`src/rtl/mac_kbd_link_if.sv`:
```
// Mac Plus keyboard-line bundle: serial line, command/response bus
// and FIFO status between the VIA side and the keyboard model.
interface mac_kbd_link_if #(
    parameter int DATA_BITS  = 8,
    parameter int FIFO_DEPTH = 4
);
    localparam int LW = $clog2(FIFO_DEPTH + 1);

    logic                 host_data_i;
    logic                 kbd_clk_o;
    logic                 kbd_data_o;
    logic [DATA_BITS-1:0] cmd_data;
    logic                 cmd_strobe;
    logic [DATA_BITS-1:0] rsp_data;
    logic                 rsp_strobe;
    logic [LW-1:0]        fifo_level;
    logic                 overflow;
    logic                 busy;

    modport master (
        output host_data_i,
        output rsp_data,
        output rsp_strobe,
        input  kbd_clk_o,
        input  kbd_data_o,
        input  cmd_data,
        input  cmd_strobe,
        input  fifo_level,
        input  overflow,
        input  busy
    );

    modport slave (
        input  host_data_i,
        input  rsp_data,
        input  rsp_strobe,
        output kbd_clk_o,
        output kbd_data_o,
        output cmd_data,
        output cmd_strobe,
        output fifo_level,
        output overflow,
        output busy
    );
endinterface

```
`src/rtl/mac_kbd_link.sv`:
```
// Mac Plus keyboard-line transceiver: clock generation, host command
// shift-in, FIFO-backed response shift-out with inquiry timeout.
module mac_kbd_link #(
    parameter int          DATA_BITS   = 8,
    parameter int          HALF_PERIOD = 1300,
    parameter int          FIFO_DEPTH  = 4,
    parameter int          TIMEOUT     = 2000000,
    parameter logic [31:0] NULL_CODE   = 32'h7B
) (
    input  logic       clk,
    input  logic       reset,
    input  logic       clk_en,
    mac_kbd_link_if.slave bus
);
    localparam int CW = $clog2(HALF_PERIOD);
    localparam int BW = $clog2(DATA_BITS);
    localparam int AW = $clog2(FIFO_DEPTH);
    localparam int PW = AW + 1;
    localparam int LW = $clog2(FIFO_DEPTH + 1);
    localparam int TW = $clog2(TIMEOUT + 1);

    localparam logic [DATA_BITS-1:0] NULL_V = DATA_BITS'(NULL_CODE);
    localparam logic [CW-1:0]        HALF_M1 = CW'(HALF_PERIOD - 1);
    localparam logic [BW-1:0]        LAST_B  = BW'(DATA_BITS - 1);
    localparam logic [TW-1:0]        TO_MAX  = TW'(TIMEOUT);

    typedef enum logic [1:0] {
        S_IDLE,
        S_TX,
        S_WAIT,
        S_RX
    } state_t;

    state_t               r_state;
    logic [CW-1:0]        r_cnt;
    logic [BW-1:0]        r_bit;
    logic [TW-1:0]        r_to;
    logic [DATA_BITS-1:0] r_shift;
    logic                 r_kclk;
    logic                 r_kdat;
    logic [DATA_BITS-1:0] r_cmd;
    logic                 r_cstb;
    logic                 r_busy;

    logic [DATA_BITS-1:0] r_mem [FIFO_DEPTH];
    logic [PW-1:0]        r_wp;
    logic [PW-1:0]        r_rp;
    logic [LW-1:0]        r_level;
    logic                 r_ovf;

    logic                 w_host;
    logic                 w_half;
    logic                 w_last;
    logic [BW-1:0]        w_rx_idx;
    logic [TW-1:0]        w_to_nxt;
    logic                 w_empty;
    logic                 w_full;
    logic                 w_pop;
    logic                 w_push;
    logic [DATA_BITS-1:0] w_head;

    assign w_host   = bus.host_data_i;
    assign w_half   = (r_cnt == HALF_M1);
    assign w_last   = (r_bit == LAST_B);
    assign w_rx_idx = LAST_B - r_bit;
    assign w_to_nxt = (r_to == TO_MAX) ? r_to : r_to + TW'(1);

    assign w_empty = (r_wp == r_rp);
    assign w_full  = (r_wp[AW] != r_rp[AW]) &&
                     (r_wp[AW-1:0] == r_rp[AW-1:0]);
    assign w_head  = r_mem[r_rp[AW-1:0]];

    // Pop mirrors the FSM's WAIT_RSP dequeue condition exactly.
    assign w_pop  = clk_en && (r_state == S_WAIT) &&
                    w_host && !w_empty;
    // A pop in the same cycle frees the slot a full-FIFO push needs.
    assign w_push = bus.rsp_strobe && (!w_full || w_pop);

    // Line FSM: divider, bit shifting, command capture and response select.
    always_ff @(posedge clk) begin
        if (reset) begin
            r_state <= S_IDLE;
            r_cnt   <= '0;
            r_bit   <= '0;
            r_to    <= '0;
            r_shift <= '0;
            r_kclk  <= 1'b1;
            r_kdat  <= 1'b1;
            r_cmd   <= '0;
            r_cstb  <= 1'b0;
            r_busy  <= 1'b0;
        end else begin
            r_cstb <= 1'b0;
            if (clk_en) begin
                unique case (r_state)
                    S_IDLE: begin
                        r_cnt  <= '0;
                        r_kclk <= 1'b1;
                        if (!w_host) begin
                            r_state <= S_TX;
                            r_bit   <= '0;
                            r_busy  <= 1'b1;
                        end
                    end
                    S_TX, S_RX: begin
                        if (w_half) begin
                            r_cnt  <= '0;
                            r_kclk <= ~r_kclk;
                            if (r_kclk) begin
                                if (r_state == S_TX)
                                    r_shift <= {r_shift[DATA_BITS-2:0],
                                                w_host};
                                else
                                    r_kdat <= r_shift[w_rx_idx];
                            end else if (!w_last) begin
                                r_bit <= r_bit + BW'(1);
                            end else if (r_state == S_TX) begin
                                r_cmd   <= r_shift;
                                r_cstb  <= 1'b1;
                                r_to    <= '0;
                                r_state <= S_WAIT;
                            end else begin
                                r_kdat  <= 1'b1;
                                r_busy  <= 1'b0;
                                r_state <= S_IDLE;
                            end
                        end else begin
                            r_cnt <= r_cnt + CW'(1);
                        end
                    end
                    S_WAIT: begin
                        r_cnt  <= '0;
                        r_kclk <= 1'b1;
                        r_to   <= w_to_nxt;
                        if (w_host && !w_empty) begin
                            r_shift <= w_head;
                            r_bit   <= '0;
                            r_state <= S_RX;
                        end else if (w_host && w_to_nxt == TO_MAX) begin
                            r_shift <= NULL_V;
                            r_bit   <= '0;
                            r_state <= S_RX;
                        end
                    end
                    default: r_state <= S_IDLE;
                endcase
            end
        end
    end

    // Response FIFO pointers, occupancy and overflow pulse.
    always_ff @(posedge clk) begin
        if (reset) begin
            r_wp    <= '0;
            r_rp    <= '0;
            r_level <= '0;
            r_ovf   <= 1'b0;
        end else begin
            r_ovf <= bus.rsp_strobe && w_full && !w_pop;
            if (w_push)
                r_wp <= r_wp + PW'(1);
            if (w_pop)
                r_rp <= r_rp + PW'(1);
            unique case ({w_push, w_pop})
                2'b10:   r_level <= r_level + LW'(1);
                2'b01:   r_level <= r_level - LW'(1);
                default: r_level <= r_level;
            endcase
        end
    end

    // FIFO storage; contents are dead once the pointers are cleared.
    always_ff @(posedge clk) begin
        if (w_push)
            r_mem[r_wp[AW-1:0]] <= bus.rsp_data;
    end

    assign bus.kbd_clk_o  = r_kclk;
    assign bus.kbd_data_o = r_kdat;
    assign bus.cmd_data   = r_cmd;
    assign bus.cmd_strobe = r_cstb;
    assign bus.fifo_level = r_level;
    assign bus.overflow   = r_ovf;
    assign bus.busy       = r_busy;

endmodule
```
`src/flat_wrapper.sv`:
```
// flat-port wrapper written by rule: the top's interface ports become plain ports
module mac_kbd_link_flat 
#(
    parameter int          DATA_BITS   = 8,
    parameter int          HALF_PERIOD = 1300,
    parameter int          FIFO_DEPTH  = 4,
    parameter int          TIMEOUT     = 2000000,
    parameter logic [31:0] NULL_CODE   = 32'h7B
)
  (clk, reset, clk_en, bus_host_data_i, bus_rsp_data, bus_rsp_strobe, bus_kbd_clk_o, bus_kbd_data_o, bus_cmd_data, bus_cmd_strobe, bus_fifo_level, bus_overflow, bus_busy);
  mac_kbd_link_if #(.DATA_BITS(DATA_BITS), .FIFO_DEPTH(FIFO_DEPTH)) bus_i ();
  input  logic clk;
  input  logic reset;
  input  logic clk_en;
  input wire logic [$bits(bus_i.host_data_i)-1:0] bus_host_data_i;
  input wire logic [$bits(bus_i.rsp_data)-1:0] bus_rsp_data;
  input wire logic [$bits(bus_i.rsp_strobe)-1:0] bus_rsp_strobe;
  output wire logic [$bits(bus_i.kbd_clk_o)-1:0] bus_kbd_clk_o;
  output wire logic [$bits(bus_i.kbd_data_o)-1:0] bus_kbd_data_o;
  output wire logic [$bits(bus_i.cmd_data)-1:0] bus_cmd_data;
  output wire logic [$bits(bus_i.cmd_strobe)-1:0] bus_cmd_strobe;
  output wire logic [$bits(bus_i.fifo_level)-1:0] bus_fifo_level;
  output wire logic [$bits(bus_i.overflow)-1:0] bus_overflow;
  output wire logic [$bits(bus_i.busy)-1:0] bus_busy;
  assign bus_i.host_data_i = bus_host_data_i;
  assign bus_i.rsp_data = bus_rsp_data;
  assign bus_i.rsp_strobe = bus_rsp_strobe;
  assign bus_kbd_clk_o = bus_i.kbd_clk_o;
  assign bus_kbd_data_o = bus_i.kbd_data_o;
  assign bus_cmd_data = bus_i.cmd_data;
  assign bus_cmd_strobe = bus_i.cmd_strobe;
  assign bus_fifo_level = bus_i.fifo_level;
  assign bus_overflow = bus_i.overflow;
  assign bus_busy = bus_i.busy;
  mac_kbd_link #(.DATA_BITS(DATA_BITS), .HALF_PERIOD(HALF_PERIOD), .FIFO_DEPTH(FIFO_DEPTH), .TIMEOUT(TIMEOUT), .NULL_CODE(NULL_CODE)) u_core (.clk(clk), .reset(reset), .clk_en(clk_en), .bus(bus_i));
endmodule
```
`config.mk`:
```
export PLATFORM = sky130hd
export DESIGN_NAME = mac_kbd_link_flat
export DESIGN_NICKNAME = d
export VERILOG_FILES = /design/src/rtl/mac_kbd_link_if.sv /design/src/rtl/mac_kbd_link.sv /design/src/flat_wrapper.sv
export SDC_FILE = /design/constraint.sdc
export NUM_CORES = 1
export LEC_CHECK = 0
export ABC_AREA = 1
export BUFFER_PORTS_ARGS = -buffer_cell sky130_fd_sc_hd__buf_2
export CORE_ASPECT_RATIO = 0.7
export CORE_UTILIZATION = 40
export DETAILED_ROUTE_END_ITERATION = 8
export GPL_TIMING_DRIVEN = 0
export MAX_ROUTING_LAYER = met4
export PLACE_DENSITY = 0.6
export SYNTH_ARGS = -nofsm -noshare
export SYNTH_HDL_FRONTEND = slang
export SYNTH_SLANG_ARGS = --single-unit
```
`constraint.sdc`:
```
create_clock -name clk -period 4.55 [get_ports clk]
set_clock_uncertainty 0.05 [all_clocks]
set_input_delay 0.91 -clock clk [delete_from_list [all_inputs] [get_ports clk]]
set_output_delay 0.91 -clock clk [all_outputs]
set_load 0.02 [all_outputs]
```
==> metrics.md, run 1 <==
| Metric | Value |
|---|---|
| Final TNS setup | 0 ns |
| RSZ-0062 raised after global routing | false |
| Final HPWL DP | 9500 µm |
| Num CTS Buffers | 9 |
| Max VDD drop | 0.166 mV |
| Status | finished clean |
| Finished Layout Cells | 886 |
| Tmin final | 3.04 ns |
| Required @ worst endpoint | 4.74 ns |
| Clock Sinks | 101 |
| Post-synth EDFFs | 32 |
| Crit-path cells | xor2_1 -> nor2_1 -> nand2_1 -> nand2_1 -> inv_1 -> nand3_1 -> inv_1 -> nor2_1 -> nand2_1 -> nand2_2 -> ha_1 -> inv_1 -> fa_1 -> a21oi_1 -> o21ai_0 -> o21ai_0 -> a21oi_1 |
| Slew HR | 0.442 |
| Setup Fix Bufs, Post-CTS | 0 |
| Routed length per placed instance | 14.2 µm |
| CP max stage delay | 0.38 ns |
| Final worst-path cycle share | 0.668 |
| Worst-margin pin slew | 0.833 ns |
| H-tree depth | 3 |
| Mapped Nets | 710 |
| Initial antenna violation count | 0 |
| Initial DRC count | 288 |
| Power per cell area | 388 nW/µm² |
| Post-Syn Area per Cell | 7.82 µm² |
| Core Area | 12700 µm² |
| Fmax | 329 MHz |
| Ratio of cells with drive above 1 in the final layout | 0.135 |
| Sequential share of the synthesized area | 0.440 |
| Syn Inst Count | 681 |
| Pin count of the biggest net entering global routing | 20 |
| Vias/cell | 5.21 |
| Sw Share | 0.301 |
| Final Power | 2.33 mW |
| Post-route ant nets | 0 |
| Cell Area, Synth | 5320 µm² |
| Crit Path Category | reg -> reg |
| Final setup fails | 0 |
| Switching power total | 0.700 mW |
| DR DRC count | 0 |
| CTS tree | built |
| Post-CTS sizing | 0 |
| First-pass GRT wire length | 20800 µm |
| Dominant synthesized flop cell | dfxtp_1 |
| Total number of vias | 4613 |
| Worst Setup Start Kind | flip-flop |
| Initial core utilization | 0.420 |
| Die Y | 98.5 µm |
| GRT Resource Usage Total | 0.196 |
| Final Hold Viols | 0 |
| Worst-Skew Late Latency | 0.35 ns |
| Routed WL | 12600 µm |
| Vias in the first global route | 4141 |
| #FFs+latches synth | 101 |
| Max cap viols | 0 |
| Worst-path clk slew | 0.08 ns |
| CTS Hold Bufs | 0 |
| Internal power | 1.63 mW |
| Antenna diodes | 0 |
| Slew Viols, Final | 0 |
| Crit path max fanout | 10 |
| Placed Instances | 870 |
| Worst hold path type | reg -> reg |
| GR Overflow Total | 0 |
| Worst path slowest cell | fa_1 |
| Number of synthesis warnings | 0 |
| Critical path endpoint category | flip-flop |
| Buffers on Ports | 27 |
| Die Wd | 140 µm |
| Die area | 13800 µm² |
| Sequential power share | 0.444 |
| Rows | 34 |
| Nets | 748 |
| # IOs | 29 |
| P&R area growth vs syn | 12.6% |
| Comb power frac | 0.185 |
| Drt pass-1 iters | 5 |
| Clk pwr share | 0.371 |
| Bufs on Longest Clock Path | 2 |
| Core Util, Final | 0.473 |
| RePlAce Congestion | 0.909 |
| Root Buffer | clkbuf_16 |
| Arrival time worst endpoint | 3.23 ns |
| Synth cell types | 45 |
| Async set-reset flop share out of synthesis | 0 |
| P_leak | 2.31 nW |
-- flip-flops by register name, indices dropped and copies added (netlist names), 2 cells and up, named ones only --
| register | flops |
|---|---|
| u_core.r_state | 2 |
| u_core.r_bit | 3 |
| u_core.r_mem | 32 |
| u_core.r_to | 21 |
| u_core.bus.cmd_data | 8 |
| u_core.r_rp | 3 |
| u_core.r_wp | 3 |
| u_core.r_shift | 8 |
| u_core.r_cnt | 11 |
| u_core.bus.fifo_level | 3 |
-- final cells by class --
class | instances | area [µm²]
Buffer | 22 | 134
Timing Repair Buffer | 27 | 135
Multi-Input combinational cell | 486 | 2580
Clock buffer | 9 | 225
Sequential cell | 101 | 2340
Fill cell | 1266 | 6680
Clock inverter | 7 | 109
Inverter | 72 | 270
Tap cell | 162 | 203
-- worst paths after layout --
check                      startpoint                  endpoint  slack [ns]  cells past startpoint
min          u_core.bus.fifo_level[2]  u_core.bus.fifo_level[2]        0.42                      2
max                    u_core.r_wp[1]  u_core.bus.fifo_level[2]        1.51                     17
min reg2reg  u_core.bus.fifo_level[2]  u_core.bus.fifo_level[2]        0.42                      2
max reg2reg            u_core.r_wp[1]  u_core.bus.fifo_level[2]        1.51                     17
-- through the flow --
stage          setup WS [ns]  hold slack, ns  cell area (µm²)
2_1_floorplan           1.75           0.390             5320
3_3_place_gp            1.25           0.406             5660
3_5_place_dp            1.22           0.410             5660
4_1_cts                 1.53           0.425             5990
5_1_grt                 1.14           0.440             5990
6_report                1.51           0.420             5990
-- cells in the final DEF (no fill, tap or decap), types with 2 or more instances in the layout --
| master | netlist | final |
|---|---|---|
| inv_1 | 62 | 62 |
| inv_6 | 0 | 3 |
| buf_2 | 4 | 31 |
| o221ai_1 | 6 | 6 |
| or2_2 | 4 | 4 |
| o22ai_1 | 2 | 2 |
| a22oi_1 | 4 | 4 |
| nand4_1 | 14 | 14 |
| nand3_2 | 2 | 2 |
| clkinv_1 | 4 | 4 |
| dfxtp_1 | 69 | 69 |
| inv_8 | 0 | 2 |
| clkbuf_1 | 12 | 12 |
| o21ai_0 | 45 | 45 |
| edfxtp_1 | 32 | 32 |
| nand2_4 | 4 | 4 |
| nor3b_1 | 2 | 2 |
| nor2_2 | 8 | 8 |
| nand3b_1 | 2 | 2 |
| xor2_1 | 9 | 9 |
| nor2_4 | 5 | 5 |
| a21oi_1 | 57 | 57 |
| nor4_1 | 3 | 3 |
| nor2_1 | 98 | 98 |
| inv_2 | 6 | 6 |
| nand3_1 | 43 | 43 |
| clkbuf_16 | 0 | 9 |
| buf_4 | 2 | 2 |
| nor3_1 | 9 | 9 |
| o21bai_1 | 2 | 2 |
| bufinv_16 | 0 | 2 |
| ha_1 | 15 | 15 |
| xnor2_1 | 4 | 4 |
| o211ai_1 | 4 | 4 |
| nand2_1 | 124 | 124 |
| clkbuf_8 | 2 | 2 |
| nand2_2 | 10 | 10 |
-- power by group through the flow --
stage | logic (mW) | clock network [mW] | registers [mW]
after detailed placement | 0.426 | 0 | 1.05
after global placement | 0.422 | 0 | 1.05
after CTS | 0.428 | 0.876 | 1.03
after floorplan | 0.313 | 0 | 1.05
final | 0.431 | 0.864 | 1.03
after global routing | 0.490 | 0.908 | 1.04
-- synth_stat cells (3+ instances only) --
library cell    n  area [µm²]
o211ai_1        4        30.0
nand2_2        10        62.6
clkinv_1        4        15.0
nor3_1          9        45.0
o21ai_0        45         225
edfxtp_1       32         961
nand4_1        14        87.6
nand2_1       124         465
nor2_2          8        50.1
inv_1          62         233
nor4_1          3        18.8
clkbuf_1       12        45.0
ha_1           15         188
nor2_4          5        56.3
nand2_4         4        45.0
a22oi_1         4        30.0
dfxtp_1        69        1380
xnor2_1         4        35.0
o221ai_1        6        52.6
a21oi_1        57         285
buf_2           4        20.0
xor2_1          9        78.8
or2_2           4        25.0
nor2_1         98         368
inv_2           6        22.5
nand3_1        43         215
-- critical path, delay by kind of cell, from the launching register on --
family,cells,cell delay (ns)
xor+xnor,1,0.17
flops,1,0.35
fa+ha+maj,2,0.55
buf+inv,3,0.32
simple gates,7,1.01
compound gates,4,0.46
-- layer usage --
metal	vias to the layer above	routed length, µm	track usage
li1	2342	-	-
met1	2159	6980	0.292
met2	104	5010	0.273
met3	8	478	0.0330
met4	0	97	0.0440
met5	-	0	-
-- kinds of logic after synthesis --
family	share of synthesized area
DFF	0.440
buffers and inverters	0.0759
xor gates and xnor gates	0.0244
adders and majority gates	0.0390
AOI/OAI and AO/OA	0.131
and+or+nand+nor	0.290
Power figures use the tool's default switching activity.
==> run 2, diff against run 1 <==
ABC_AREA = 0   (was 1)
clock period = 2.95 ns   (was 4.55 ns; I/O delays follow)
==> metrics.md, run 2 <==
| Metric | Value |
|---|---|
| Status | finished clean |
| Slew HR | 0.322 |
| Cell Area, Synth | 5300 µm² |
| RePlAce Congestion | 0.872 |
| Hold Slack | 0.410 ns |
| Clock Sinks | 101 |
| Slew Viols, Final | 0 |
| Ratio of cells with drive above 1 in the final layout | 0.183 |
| #FFs+latches synth | 101 |
| Worst Setup Start Kind | flip-flop |
| Drt pass-1 iters | 6 |
| P_leak | 2.17 nW |
| P&R area growth vs syn | 16.5% |
| Worst-path clk slew | 0.07 ns |
| Sequential share of the synthesized area | 0.442 |
| Synth cell types | 62 |
| Initial antenna violation count | 1 |
| Worst-Skew Late Latency | 0.34 ns |
| Largest cells by area after synthesis | dfxtp_1 (26%), edfxtp_1 (18%), mux2i_1 (4.3%), nor2_1 (4.3%), mux4_2 (4.3%) |
| GRT Resource Usage Total | 0.208 |
| Max FFs per register | 32 |
| Final HPWL DP | 9650 µm |
| Max cap viols | 0 |
| Fin area | 6170 µm² |
| Final setup fails | 0 |
| Nets | 613 |
| Tmin final | 2.86 ns |
| Die area | 13700 µm² |
| Vias/cell | 5.85 |
| Async set-reset flop share out of synthesis | 0 |
| Bufs on Longest Clock Path | 2 |
| R2R cell count | 10 |
| Final Hold Viols | 0 |
| Synth area leader | dfxtp_1 |
| Place WS | -0.243 ns |
| Post-synth top cells | dfxtp_1 (69), nor2_1 (61), nand2_1 (34) |
| Most common cell after layout, fill and taps aside | dfxtp_1 |
| Hold path depth | 1 |
| Power per cell area | 516 nW/µm² |
| H-tree depth | 3 |
| Total number of vias | 4397 |
| Num CTS Buffers | 9 |
| Critical path endpoint category | flip-flop |
| Internal power | 2.43 mW |
| # IOs | 29 |
| Core Area | 12700 µm² |
| Comb power frac | 0.094 |
| Initial DRC count | 358 |
| Fmax | 349 MHz |
| DR DRC count | 0 |
| Final setup margin | 0.0876 ns |
| Switching power total | 0.752 mW |
| Dominant synthesized flop cell | dfxtp_1 |
| Mapped Nets | 570 |
| GR Overflow Total | 0 |
| Post-synth EDFFs | 32 |
| Post-route ant nets | 0 |
| Syn Inst Count | 541 |
| Pin count of the biggest net entering global routing | 19 |
| Commonest non-fill, non-tap cells in the layout | dfxtp_1 (66), nor2_1 (60), nand2_1 (34), edfxtp_1 (32) |
| Number of synthesis warnings | 0 |
| Sw Share | 0.236 |
| Rows | 34 |
| Placement Cell Area | 5640 µm² |
| Worst-margin pin slew | 1.01 ns |
| Initial core utilization | 0.418 |
| Final worst-path cycle share | 0.970 |
| Most numerous cell in the Yosys netlist | dfxtp_1 |
| Crit path max fanout | 8 |
| CTS tree | built |
| Post-Syn Area per Cell | 9.79 µm² |
| Arrival time worst endpoint | 3.07 ns |
| Die Y | 98.3 µm |
| Yosys top cell area share | 0.261 |
| Worst hold path type | in -> reg |
| Die Wd | 140 µm |
| Required @ worst endpoint | 3.15 ns |
| Routed length per placed instance | 17.9 µm |
| Sequential power share | 0.475 |
| Reg2Reg Setup Slack | 0.09 ns |
| Clk pwr share | 0.431 |
| Crit Path Category | reg -> reg |
| First-pass GRT wire length | 21600 µm |
| Buffers on Ports | 28 |
| Vias in the first global route | 4098 |
| Routed WL | 13500 µm |
| Root Buffer | clkbuf_16 |
| Max VDD drop | 0.393 mV |
-- run 2: cell count changes after synthesis, moves of 11 or more --
cell	change
a21oi_1	-28
a21o_1	+11
inv_1	-48
mux2i_1	+23
nor2_1	-37
o21ai_0	-25
and3_1	+11
clkbuf_1	+15
nand2_1	-90
nand3_1	-34
-- run 2: power by group through the flow --
stage | registers [mW] | logic [mW] | clock network, mW
after global placement | 1.54 | 0.276 | 0
after floorplan | 1.54 | 0.193 | 0
after CTS | 1.51 | 0.287 | 1.39
final | 1.51 | 0.298 | 1.37
after global routing | 1.52 | 0.323 | 1.46
after detailed placement | 1.54 | 0.283 | 0
-- run 2: final timing paths --
path,to,start
worst max register to register,u_core.r_shift[0],u_core.r_to[1]
worst min-delay path,u_core.r_mem[2][2],bus_rsp_data[2]
worst max-delay path,u_core.r_shift[0],u_core.r_to[1]
worst min register to register,u_core.bus.cmd_data[4],u_core.bus.cmd_data[4]
-- run 2: metal layers --
layer | up-vias | routed length [µm] | global-route usage
li1 | 2084 | - | -
met1 | 2149 | 6820 | 0.307
met2 | 151 | 5670 | 0.285
met3 | 13 | 870 | 0.0451
met4 | 0 | 121 | 0.0473
met5 | - | 0 | -
-- run 2: repair_timing --
action,CTS,global route
buffers inserted,3,7
hold buffers,0,0
setup endpoints to repair,18,26
gates resized for setup,15,28
endpoints found under the hold margin,0,0
gates cloned,0,0
pin swaps,4,7
-- run 2: cell families after synthesis --
family / Yosys count / share of synthesized area
simple gates: 214 / 0.219
compound gates: 103 / 0.134
flops: 101 / 0.442
buf+inv: 51 / 0.0411
mux: 35 / 0.0902
xor+xnor: 21 / 0.0347
fa+ha+maj: 16 / 0.0392
-- run 2: layout make-up --
cell class | instances | area, µm²
antenna | 1 | 2.50
buffer | 31 | 175
clock buffer | 10 | 229
clock inverter | 6 | 120
fill | 1198 | 6510
inverter | 14 | 52.6
multi-input combinational | 389 | 2830
sequential | 101 | 2350
tap | 162 | 203
timing repair buffer | 38 | 215
-- run 2: critical path, cell delays in order, from the launching register on --
cell	delay, ns
dfxtp_1	0.35
buf_6	0.14
nand4_4	0.09
or4_4	0.52
buf_4	0.18
or3_4	0.38
a22oi_2	0.20
nand4_1	0.21
or2_1	0.28
buf_6	0.15
a221oi_2	0.23
-- run 2: through the flow --
stage	cells	utilization	setup TNS (ns)	total power, mW
final	752	0.487	0	3.18
after global routing	752	0.487	-0.0225	3.30
after detailed placement	731	0.445	-3.27	1.83
after CTS	747	0.478	0	3.19
after floorplan	541	-	0	1.73
after global placement	731	0.445	-2.58	1.82
==> run 3, diff against run 2 <==
CORE_UTILIZATION = 50   (was 40)
CTS_CLUSTER_DIAMETER = 150   (was unset)
PLACE_DENSITY = 0.74   (was 0.6)
clock period = 2.5 ns   (was 2.95 ns; I/O delays follow)
==> metrics.md, run 3 (synthesis results as in run 2) <==
| Metric | Value |
|---|---|
| Most common cell after layout, fill and taps aside | nor2_1 |
| RePlAce Congestion | 0.959 |
| Finished Layout Cells | 738 |
| Commonest non-fill, non-tap cells in the layout | nor2_1 (58), dfxtp_1 (57), nand2_1 (33), edfxtp_1 (32) |
| Vias/cell | 6.19 |
| Tmin final | 2.69 ns |
| RSZ-0062 raised after global routing | true |
| CP dominant cell by count | buf_6 |
| Max VDD drop | 0.390 mV |
| Initial antenna violation count | 0 |
| Final HPWL DP | 9320 µm |
| Worst hold path type | in -> reg |
| Crit Path Category | reg -> reg |
| Initial core utilization | 0.513 |
| Worst Setup Start Kind | flip-flop |
| Hold Slack | 0.317 ns |
| Root Buffer | clkbuf_16 |
| Vias in the first global route | 4312 |
| Rows | 31 |
| Die area | 11000 µm² |
| H-tree depth | 3 |
| Core Area | 10300 µm² |
| Worst-Skew Late Latency | 0.35 ns |
| Max FFs per register | 32 |
| Power per cell area | 565 nW/µm² |
| Total number of vias | 4565 |
| Critical path endpoint category | flip-flop |
| DR DRC count | 4 |
| Die Y | 88.1 µm |
| # IOs | 29 |
| Status | complete, but fails checks |
| P_leak | 2.26 nW |
| Slew HR | 0.506 |
| Fmax | 371 MHz |
| Ratio of cells with drive above 1 in the final layout | 0.256 |
| Fin area | 6380 µm² |
| Failing checks | DRC, setup timing |
| Nets | 630 |
| Final setup fails | 13 |
| Slew Viols, Final | 0 |
| CTS tree | built |
| Num CTS Buffers | 9 |
| Initial DRC count | 413 |
| Final setup margin | -0.193 ns |
| Final Power | 3.60 mW |
| Core Util, Final | 0.618 |
| CP max stage delay | 0.54 ns |
| Clock Sinks | 101 |
| WP buf/inv | 2 |
| Routed WL | 13800 µm |
| Worst-path clk slew | 0.07 ns |
| Final Hold Viols | 0 |
| Final worst-path cycle share | 1.08 |
| Crit path max fanout | 6 |
| First-pass GRT wire length | 21700 µm |
| Die Wd | 125 µm |
| Fillers | 849 |
| Buffers on Ports | 28 |
| Antenna diodes | 0 |
| Place WS | -0.636 ns |
| Drt pass-1 iters | 7 |
| Post-route ant nets | 0 |
| Bufs on Longest Clock Path | 2 |
| Routed length per placed instance | 18.7 µm |
| GR Overflow Total | 0 |
| Worst path slowest cell | or4_4 |
| Required @ worst endpoint | 2.71 ns |
| Arrival time worst endpoint | 2.90 ns |
| Crit-path cells | nand3_4 -> or4_4 -> buf_6 -> or3_4 -> a22oi_2 -> nand4_1 -> or2_1 -> buf_6 -> a221oi_2 |
| P&R area growth vs syn | 20.4% |
| CTS Hold Bufs | 0 |
| Placement Cell Area | 5650 µm² |
| Critical path's top delay family | simple AND/OR/NAND/NOR gates |
| Final TNS setup | -1.56 ns |
| Max cap viols | 0 |
| Worst-margin pin slew | 0.741 ns |
| Pin count of the biggest net entering global routing | 17 |
| Placed Instances | 701 |
| GRT Resource Usage Total | 0.262 |
-- run 3: changes by cell type in the layout (fill, tap and decap cells not counted), moves of 3 or more --
cell	before	now
and4_4	0	3
clkbuf_8	0	3
xor2_2	0	3
xor2_1	16	13
dfxtp_2	3	10
clkbuf_1	18	15
dfxtp_1	66	57
buf_4	12	28
-- run 3: final timing paths --
path / end / from / slack, ns / depth (start not counted)
setup reg to reg: u_core.r_shift[1] / u_core.r_to[5] / -0.19 / 9
setup / recovery: u_core.r_shift[1] / u_core.r_to[5] / -0.19 / 9
hold / removal: u_core.r_mem[2][4] / bus_rsp_data[4] / 0.32 / 1
hold reg to reg: u_core.bus.kbd_data_o / u_core.bus.kbd_data_o / 0.44 / 1
-- run 3: cell type report --
cell class	instances	area, µm²	area share
tap	132	165	0.0259
buffer	30	191	0.0300
clock buffer	11	243	0.0381
sequential	101	2360	0.370
timing repair buffer	56	354	0.0555
inverter	14	52.6	0.00824
clock inverter	5	58.8	0.00922
multi-input combinational	389	2950	0.463
-- run 3: timing repair --
| action | CTS | global route |
|---|---|---|
| pin swaps | 18 | 11 |
| cloned | 0 | 0 |
| gates resized for setup | 53 | 24 |
| setup endpoints to repair | 44 | 29 |
| setup buffers | 23 | 5 |
-- run 3: power by group --
group | total, mW | switching [mW] | internal [mW]
logic | 0.387 | 0.238 | 0.149
registers | 1.79 | 0.0416 | 1.75
clock network | 1.43 | 0.622 | 0.806
-- run 3: metal layers --
metal,track usage,share of wire,vias up
met2,0.394,0.45,205
met3,0.0599,0.079,27
li1,-,-,2117
met4,0.0787,0.015,0
met1,0.355,0.46,2216
met5,-,0,-
